==> src/rtl/truth_table_sweeper.sv <==
// truth_table_sweeper
//
// Purpose:
//   Stimulus/capture engine for small combinational circuits (for example a
//   minimised 5-input SOP/POS function). It walks every input combination
//   onto the device under exercise (DUE) and holds each vector for a settle
//   window. It samples the DUE output once per vector and builds the full
//   truth table, comparing each sample against an expected minterm mask.
//   At the end it reports pass/fail, the number of mismatching vectors and
//   the lowest mismatching vector index.
//
// Parameters:
//   N_IN    number of DUE inputs. Vector bit N_IN-1 drives input A (MSB) and
//           bit 0 drives the last input.
//   SETTLE  extra cycles each vector is held before f_in is sampled (0 legal).
//
// Ports:
//   clk             system clock, rising edge
//   rst             synchronous active-high reset
//   start           one-cycle sweep request, honoured only while idle
//   exp_tt          expected truth table (bit i = expected F for vector i),
//                   captured when a start is accepted
//   stop_on_fail    captured with start; 1 ends the sweep at the first mismatch
//   f_in            DUE output
//   vec_out         registered vector currently driven onto the DUE inputs
//   busy            high while a sweep is in progress
//   done            one-cycle pulse when the results are final
//   pass            full sweep with zero mismatches; valid from done onwards
//   tt_out          captured truth table, bits never visited read as 0
//   fail_cnt        number of mismatching vectors (max 2**N_IN)
//   first_fail_idx  lowest mismatching vector index, 0 if there was none

module truth_table_sweeper #(
  parameter int N_IN   = 5,
  parameter int SETTLE = 2
) (
  input  logic                   clk,
  input  logic                   rst,
  input  logic                   start,
  input  logic [(2**N_IN)-1:0]   exp_tt,
  input  logic                   stop_on_fail,
  input  logic                   f_in,
  output logic [N_IN-1:0]        vec_out,
  output logic                   busy,
  output logic                   done,
  output logic                   pass,
  output logic [(2**N_IN)-1:0]   tt_out,
  output logic [N_IN:0]          fail_cnt,
  output logic [N_IN-1:0]        first_fail_idx
);

  localparam int TT_W  = 2**N_IN;
  // The settle counter must reach SETTLE and the value one past it without
  // wrapping, hence SETTLE+2 distinct codes.
  localparam int CNT_W = $clog2(SETTLE + 2);

  localparam logic [CNT_W-1:0] SETTLE_C = CNT_W'(SETTLE);
  localparam logic [CNT_W-1:0] CNT_ONE  = CNT_W'(1);
  localparam logic [N_IN-1:0]  LAST_VEC = {N_IN{1'b1}};
  localparam logic [N_IN-1:0]  VEC_ONE  = N_IN'(1);
  localparam logic [N_IN:0]    FAIL_ONE = (N_IN + 1)'(1);

  typedef enum logic [1:0] {
    IDLE,
    HOLD,
    SAMPLE,
    FINISH
  } state_t;

  state_t state;
  state_t state_nx;

  logic [TT_W-1:0]  exp_q;
  logic             stop_q;
  logic [CNT_W-1:0] settle_cnt;
  logic             exp_bit;
  logic             mismatch;
  logic             last_vec;

  // Expected bit for the vector on the DUE pins, and whether the sample
  // taken this cycle disagrees with it. Only meaningful in SAMPLE.
  always_comb begin
    exp_bit  = exp_q[vec_out];
    last_vec = (vec_out == LAST_VEC);
    mismatch = (state == SAMPLE) && (f_in != exp_bit);
  end

  // State register.
  always_ff @(posedge clk) begin
    if (rst) begin
      state <= IDLE;
    end else begin
      state <= state_nx;
    end
  end

  // Next-state logic. A start outside IDLE is dropped, not queued.
  // The sweep ends early only on a mismatch with stop_on_fail latched.
  always_comb begin
    state_nx = state;
    case (state)
      IDLE: begin
        if (start) begin
          state_nx = HOLD;
        end
      end
      HOLD: begin
        if (settle_cnt == SETTLE_C) begin
          state_nx = SAMPLE;
        end
      end
      SAMPLE: begin
        if (last_vec || (stop_q && mismatch)) begin
          state_nx = FINISH;
        end else begin
          state_nx = HOLD;
        end
      end
      FINISH: begin
        state_nx = IDLE;
      end
      default: begin
        state_nx = IDLE;
      end
    endcase
  end

  // Datapath. Results are cleared only when a new sweep is accepted. They
  // therefore hold through FINISH and IDLE until the next start.
  // pass is resolved on the SAMPLE->FINISH edge so that it is already valid
  // in the cycle done is high.
  always_ff @(posedge clk) begin
    if (rst) begin
      exp_q          <= '0;
      stop_q         <= 1'b0;
      settle_cnt     <= '0;
      vec_out        <= '0;
      tt_out         <= '0;
      fail_cnt       <= '0;
      first_fail_idx <= '0;
      pass           <= 1'b0;
    end else begin
      case (state)
        IDLE: begin
          if (start) begin
            exp_q          <= exp_tt;
            stop_q         <= stop_on_fail;
            settle_cnt     <= '0;
            vec_out        <= '0;
            tt_out         <= '0;
            fail_cnt       <= '0;
            first_fail_idx <= '0;
            pass           <= 1'b0;
          end
        end
        HOLD: begin
          settle_cnt <= settle_cnt + CNT_ONE;
        end
        SAMPLE: begin
          tt_out[vec_out] <= f_in;
          if (mismatch) begin
            fail_cnt <= fail_cnt + FAIL_ONE;
            if (fail_cnt == '0) begin
              first_fail_idx <= vec_out;
            end
          end
          if (state_nx == HOLD) begin
            vec_out    <= vec_out + VEC_ONE;
            settle_cnt <= '0;
          end else begin
            // Covering every vector is required for a pass. An early stop
            // always carries a mismatch, so it can never pass.
            pass <= !mismatch && (fail_cnt == '0) && last_vec;
          end
        end
        default: begin
        end
      endcase
    end
  end

  // Status flags decode directly from the state register.
  always_comb begin
    busy = (state == HOLD) || (state == SAMPLE);
    done = (state == FINISH);
  end

endmodule

==> config.mk <==
export PLATFORM = sky130hd
export DESIGN_NAME = truth_table_sweeper
export DESIGN_NICKNAME = d
export VERILOG_FILES = /design/src/rtl/truth_table_sweeper.sv
export SDC_FILE = /design/constraint.sdc
export NUM_CORES = 1
export LEC_CHECK = 0
export BUFFER_PORTS_ARGS = -buffer_cell sky130_fd_sc_hd__buf_2
export CAP_MARGIN = 0
export CORE_ASPECT_RATIO = 0.6
export CORE_MARGIN = 4
export CORE_UTILIZATION = 50
export CTS_CLUSTER_SIZE = 12
export DETAILED_ROUTE_END_ITERATION = 8
export HOLD_SLACK_MARGIN = 0.1
export PLACE_DENSITY = 0.77
export SLEW_MARGIN = 20
export SYNTH_ARGS = -nofsm -noshare
export SYNTH_HDL_FRONTEND = slang
export SYNTH_SLANG_ARGS = --single-unit
==> constraint.sdc <==
create_clock -name clk -period 2.2 [get_ports clk]
set_clock_uncertainty 0.05 [all_clocks]
set_input_delay 0.22 -clock clk [delete_from_list [all_inputs] [get_ports clk]]
set_output_delay 0.22 -clock clk [all_outputs]
set_load 0.05 [all_outputs]
==> results.cfg, run 1 <==
[placed_design]
io_buffer_count = 87
gp_congestion = 0.908
dpl_cell_area_um2 = 5060
dp_hpwl_um = 8800

[timing]
rsz0062_at_grt = true
fin_crit_sh = 1.18
relSlewSlack = 0.656
setup_violations = 20
setup_ws_ns = -0.405
fin_crit_ns = 2.61
drv_slew = 0
hold_viol = 0
tightest_slew_ns = 0.514
fmax_ghz = 0.384

[run_status]
violations = setup timing
status = finished with violations

[pwr]
seqPwrFrac = 0.453
p_per_area_nw_per_um2 = 591
power_frac_comb = 0.109
total_power_mw = 3.62
clkPwrFrac = 0.438
ir_drop_v = 0.000413
p_leak_nw = 2.52
switching_share = 0.252
p_int_mw = 2.70
p_sw_uw = 913

[clock_tree]
worstSkewPairLatency_ns = 0.35
clk_path_buf_depth = 2
cts_buffers = 9
cts-root-buf = clkbuf_16
cts.sinks = 86
clkTransAtPathRegs_ns = 0.06
htree_levels = 3
cts_tree = built

[drt]
drtIter0Drc = 742
num_vias = 4862
drt.antenna.violating_nets = 0
wl_um = 15100
drcViolationCount = 0
wl_per_cell_um = 18.6
viasPerCell = 5.99
first_pass_iters = 5

[logic_synthesis]
yosysUniqueCellTypes = 52
synth_area_per_cell_um2 = 7.80
synth_top_family_by_area = compound AO/OA/AOI/OAI gates
yosys_warnings = 0
synth_compound_area_frac = 0.243
ys_seq_elements = 86
synth_fa_ha_area_frac = 0.0379
synthCells = 550
synth-simple-area-share = 0.215
netlist_area_um2 = 4290
synth_mux_area_frac = 0.0420
ys_seq_area_frac = 0.401
synth-xor-area-share = 0
syn_nets = 600

[grt]
grt_pass1_wl_um = 23100
overflow = 0
grt_start_max_net_pins = 46
antenna_found_initial = 0
grt_pass1_vias = 4511
grt.total_usage = 0.289

[setup_path]
path_max_fanout = 7
required_ns = 2.38
crit_type = flip-flop to flip-flop
worstPathArrival_ns = 2.78
critPathLaunchType = flip-flop
rr_worst_depth = 10
critPathCaptureType = flip-flop

[finish]
final_cell_mix = nand2_1, a21oi_1, buf_2
final_area_um2 = 6120
insertedDiodeCount = 0
syn2layout_area_growth_pct = 42.7
fin_util = 0.756
drive_above_1_share = 0.308
final_common_cell = nand2_1
fin_nets = 749

[floorplanning]
io_pins = 88
die_w_um = 128
start_util = 0.530
core-area_um2 = 8100
row_count = 25
dieHeight_um = 79.8
die_area_um2 = 10200

[hold_path]
hold_depth = 3
min_path_type = input pin to flip-flop

[job]
maxCapViolations = 0
-- sequential cells by signal, summed over array words and instances, names as in the netlist --
signal / flops
exp_q: 32
tt_out: 32
fail_cnt: 6
first_fail_idx: 5
vec_out: 5
settle_cnt: 2
state: 2
pass: 1
stop_q: 1
-- cell usage after synthesis (all sizes together) --
| library cell | instances | area (µm²) |
|---|---|---|
| nand2 | 119 | 447 |
| a21oi | 104 | 524 |
| dfxtp | 86 | 1720 |
| o21ai | 45 | 229 |
| clkbuf | 36 | 135 |
| mux2i | 18 | 180 |
| ha | 13 | 163 |
| inv | 12 | 45.0 |
| buf | 11 | 71.3 |
| nor2 | 11 | 41.3 |
| o221ai | 8 | 76.3 |
| or4 | 8 | 60.1 |
| and3 | 7 | 43.8 |
| nand3b | 7 | 52.6 |
| o31ai | 7 | 57.6 |
| nand3 | 6 | 30.0 |
| or3 | 6 | 42.5 |
| or3b | 6 | 52.6 |
| and2 | 5 | 31.3 |
| nand4 | 3 | 18.8 |
| nor3 | 3 | 15.0 |
| nor4 | 3 | 40.0 |
| o21a | 3 | 22.5 |
| a22o | 2 | 26.3 |
| a22oi | 2 | 15.0 |
| a31o | 2 | 17.5 |
| clkinv | 2 | 7.51 |
| nand4b | 2 | 17.5 |
| o211ai | 2 | 15.0 |
| o31a | 2 | 17.5 |
| a211o | 1 | 8.76 |
| a221o | 1 | 10.0 |
| a31oi | 1 | 6.26 |
| and3b | 1 | 8.76 |
| nand2b | 1 | 6.26 |
| nor3b | 1 | 7.51 |
| nor4b | 1 | 8.76 |
| o211a | 1 | 10.0 |
| o32ai | 1 | 8.76 |
-- cells by family after synthesis --
kind of cell / Yosys count
AO/OA/AOI/OAI: 182
adder cells (fa/ha/maj): 13
buffers and inverters: 61
flip-flops: 86
multiplexers: 18
AND/OR/NAND/NOR: 190
-- critical path: stages (launching register included) --
cell and delay [ns]:
dfxtp_4 0.42, buf_8 0.16, mux2i_4 0.26, o221ai_2 0.17
a22o_4 0.33, o21a_1 0.21, buf_6 0.12, nor4_4 0.39
buf_6 0.19, buf_4 0.11, o31ai_2 0.05
-- per-layer routing --
layer	part of all wire	vias to the layer above	wire, µm	global-route usage
met2	0.43	343	6420	0.420
met5	0	-	0	0
met1	0.41	2225	6230	0.404
li1	-	2236	-	-
met4	0.033	0	493	0.105
met3	0.13	58	1960	0.0862
-- timing repair --
item,CTS,global route
pin swaps,28,4
hold buffers,33,0
gates cloned,3,0
endpoints found under the hold margin,33,0
gates resized for setup,38,23
setup buffers,18,1
setup endpoints to repair,20,50
-- worst paths after layout --
check | start | endpoint | slack [ns]
worst max register to register | vec_out[1]$_SDFFE_PP0P_ | vec_out[1]$_SDFFE_PP0P_ | -0.41
worst min register to register | exp_q[14]$_SDFFE_PP0P_ | exp_q[14]$_SDFFE_PP0P_ | 0.41
worst max-delay path | vec_out[1]$_SDFFE_PP0P_ | vec_out[1]$_SDFFE_PP0P_ | -0.41
worst min-delay path | start | state[1]$_SDFF_PP0_ | 0.21
-- power groups by stage --
stage,sequential (mW),clock [mW],combinational [mW]
finish,1.64,1.58,0.394
global route,1.64,1.67,0.429
CTS,1.63,1.59,0.363
detailed placement,1.66,0,0.295
global placement,1.66,0,0.287
floorplan,1.65,0,0.201
-- layout make-up --
type,instances,area (µm²)
Sequential cell,86,1740
Tap cell,108,135
Multi-Input combinational cell,406,2570
Timing Repair Buffer,182,1320
Clock inverter,5,57.6
Clock buffer,11,253
Fill cell,523,1980
Inverter,14,52.6
-- per-stage QoR --
step	std cells	setup WS, ns	TNS [ns]	hold WS [ns]
after floorplan	550	-0.252	-2.48	0.306
after global placement	743	-0.258	-2.92	0.393
after detailed placement	743	-0.323	-3.86	0.400
after CTS	811	-0.145	-1.94	0.199
after global routing	812	-0.401	-6.20	0.243
final	812	-0.405	-5.90	0.208
Power figures use the tool's default switching activity.
==> run 2, diff against run 1 <==
--- a/config.mk
+++ b/config.mk
@@ -14,6 +14,7 @@
 export DETAILED_ROUTE_END_ITERATION = 8
 export HOLD_SLACK_MARGIN = 0.1
 export PLACE_DENSITY = 0.77
+export RECOVER_POWER = 25
 export SLEW_MARGIN = 20
 export SYNTH_ARGS = -nofsm -noshare
 export SYNTH_HDL_FRONTEND = slang
==> run 2 against run 1 <==
- the flow still finishes with violations (setup timing)
- sequential share of layout area rose by 0.17 points
- core utilization decreased by 0.45 points
- via count is 0.56% higher
- wire length is essentially flat
- fmax grew 0.87%
- die area unchanged
- global-route usage unchanged
- first-iteration DRC count grew 14%
- critical path depth stayed put
- sequential power about the same
- critical path type unchanged
- largest power group unchanged
==> results.cfg, run 2 (synthesis gave the netlist of run 1 again) <==
[run_status]
status = finished with violations
violations = setup timing

[timing]
setup_violations = 20
relSlewSlack = 0.591
fmax_ghz = 0.387
rsz0062_at_grt = true
hold_viol = 0
tightest_slew_ns = 0.616
drv_slew = 0
setup_ws_ns = -0.383
fin_crit_ns = 2.58
fin_crit_sh = 1.17

[drt]
viasPerCell = 6.02
drt.antenna.violating_nets = 0
drtIter0Drc = 844
num_vias = 4889
wl_um = 15100
wl_per_cell_um = 18.6
drcViolationCount = 0
first_pass_iters = 6

[job]
maxCapViolations = 0

[hold_path]
min-delay-start = start
hold_end = state[1]$_SDFF_PP0_
min_path_type = input pin to flip-flop
hold_depth = 3

[finish]
fin_nets = 749
final_common_cell = nand2_1
drive_above_1_share = 0.267
syn2layout_area_growth_pct = 41.8
layout.cells.non_filler = 812
insertedDiodeCount = 0
fin_util = 0.751
reg_top3 = exp_q x32, tt_out x32, fail_cnt x6
fill_cells = 547
final_cell_mix = nand2_1, a21oi_1, dfxtp_1

[placed_design]
place_ws_ns = -0.323
io_buffer_count = 87
gp_congestion = 0.908
dp_hpwl_um = 8800
dp_cells = 743

[setup_path]
cp_common_cell = buf_6
cp_slowest_cell = dfxtp_4
slowest_delay_ns = 0.42
required_ns = 2.37
r2r-start = vec_out[1]$_SDFFE_PP0P_
worstPathCellList = buf_8 -> mux2i_4 -> o221ai_2 -> a22o_4 -> o21a_1 -> buf_6 -> nor4_4 -> buf_6 -> buf_4 -> o31ai_2
path_max_fanout = 7
rr_worst_depth = 10
critPathCaptureType = flip-flop
reg2reg_to = vec_out[1]$_SDFFE_PP0P_
worstPathArrival_ns = 2.76
ff2ff_setup_slack_ns = -0.38
crit_type = flip-flop to flip-flop
critPathLaunchType = flip-flop

[grt]
grt_pass1_wl_um = 23100
antenna_found_initial = 0
overflow = 0
grt_pass1_vias = 4511
grt_start_max_net_pins = 46
grt.total_usage = 0.289

[floorplanning]
core-area_um2 = 8100
die_area_um2 = 10200
dieHeight_um = 79.8
die_w_um = 128
io_pins = 88
start_util = 0.530
row_count = 25

[clock_tree]
htree_levels = 3
cts_buffers = 9
worstSkewPairLatency_ns = 0.36
clk_path_buf_depth = 2
clkTransAtPathRegs_ns = 0.06
cts.sinks = 86
cts_tree = built
cts-root-buf = clkbuf_16

[pwr]
p_per_area_nw_per_um2 = 597
ir_drop_v = 0.000414
p_leak_nw = 2.40
==> run 2: changes by cell type in the layout (fill, tap and decap cells not counted), sizes merged <==
cell and delta:
buf -29, clkbuf +29
==> run 2: critical path: cells and delay by family, from the launching register on <==
kind	cells	cell delay [ns]
AOI/OAI and AO/OA	4	0.73
buffers and inverters	4	0.59
DFF	1	0.42
and+or+nand+nor	1	0.40
muxes	1	0.26
==> run 2: area by class of cell <==
class / count / area [µm²] / share of cell area
multi-input combinational: 406 / 2570 / 0.422
sequential: 86 / 1740 / 0.286
timing repair buffer: 182 / 1280 / 0.211
clock buffer: 11 / 253 / 0.0415
tap: 108 / 135 / 0.0222
clock inverter: 5 / 57.6 / 0.00946
inverter: 14 / 52.6 / 0.00863
==> run 2: stage by stage <==
stage	TNS, ns	area [µm²]	power [mW]	hold WS, ns
final	-5.34	6090	3.63	0.209
after global routing	-6.20	6090	3.74	0.243
after detailed placement	-3.86	5060	1.96	0.400
after global placement	-2.92	5060	1.95	0.393
after CTS	-1.94	6010	3.58	0.199
after floorplan	-2.48	4340	1.85	0.306
==> run 2: worst max path at each step <==
| stage | to | cells past startpoint | startpoint | slack [ns] |
|---|---|---|---|---|
| 6_report | vec_out[1]$_SDFFE_PP0P_ | 10 | vec_out[1]$_SDFFE_PP0P_ | -0.38 |
| 5_1_grt | vec_out[1]$_SDFFE_PP0P_ | 10 | vec_out[1]$_SDFFE_PP0P_ | -0.40 |
| 4_1_cts | fail_cnt[5]$_SDFFE_PP0P_ | 9 | vec_out[1]$_SDFFE_PP0P_ | -0.14 |
| 3_5_place_dp | fail_cnt[5]$_SDFFE_PP0P_ | 8 | vec_out[1]$_SDFFE_PP0P_ | -0.32 |
| 3_3_place_gp | fail_cnt[5]$_SDFFE_PP0P_ | 8 | vec_out[1]$_SDFFE_PP0P_ | -0.26 |
| 2_1_floorplan | pass$_SDFFE_PP0P_ | 9 | vec_out[1]$_SDFFE_PP0P_ | -0.25 |
==> run 2: power breakdown <==
| part | internal (mW) | switching, mW |
|---|---|---|
| Clock | 0.942 | 0.656 |
| Sequential | 1.60 | 0.0402 |
| Combinational | 0.165 | 0.230 |
| Total | 2.70 | 0.926 |
==> run 2: repair_timing <==
| action | 4_1_cts | 5_1_grt |
|---|---|---|
| setup buffers | 18 | 1 |
| pin swaps | 28 | 4 |
| hold buffers | 33 | 0 |
| setup endpoints to repair | 20 | 50 |
| hold endpoints to repair | 33 | 0 |
| cloned | 3 | 0 |
| gates resized for setup | 38 | 23 |
==> run 2: metal layers <==
metal  part of all wire  track usage  vias to the layer above  routed length, µm
met5                  0            0                        -                  0
li1                   -            -                     2236                  -
met4              0.037        0.105                        0                566
met2               0.42        0.420                      368               6310
met1               0.41        0.404                     2216               6250
met3               0.13       0.0862                       69               1990
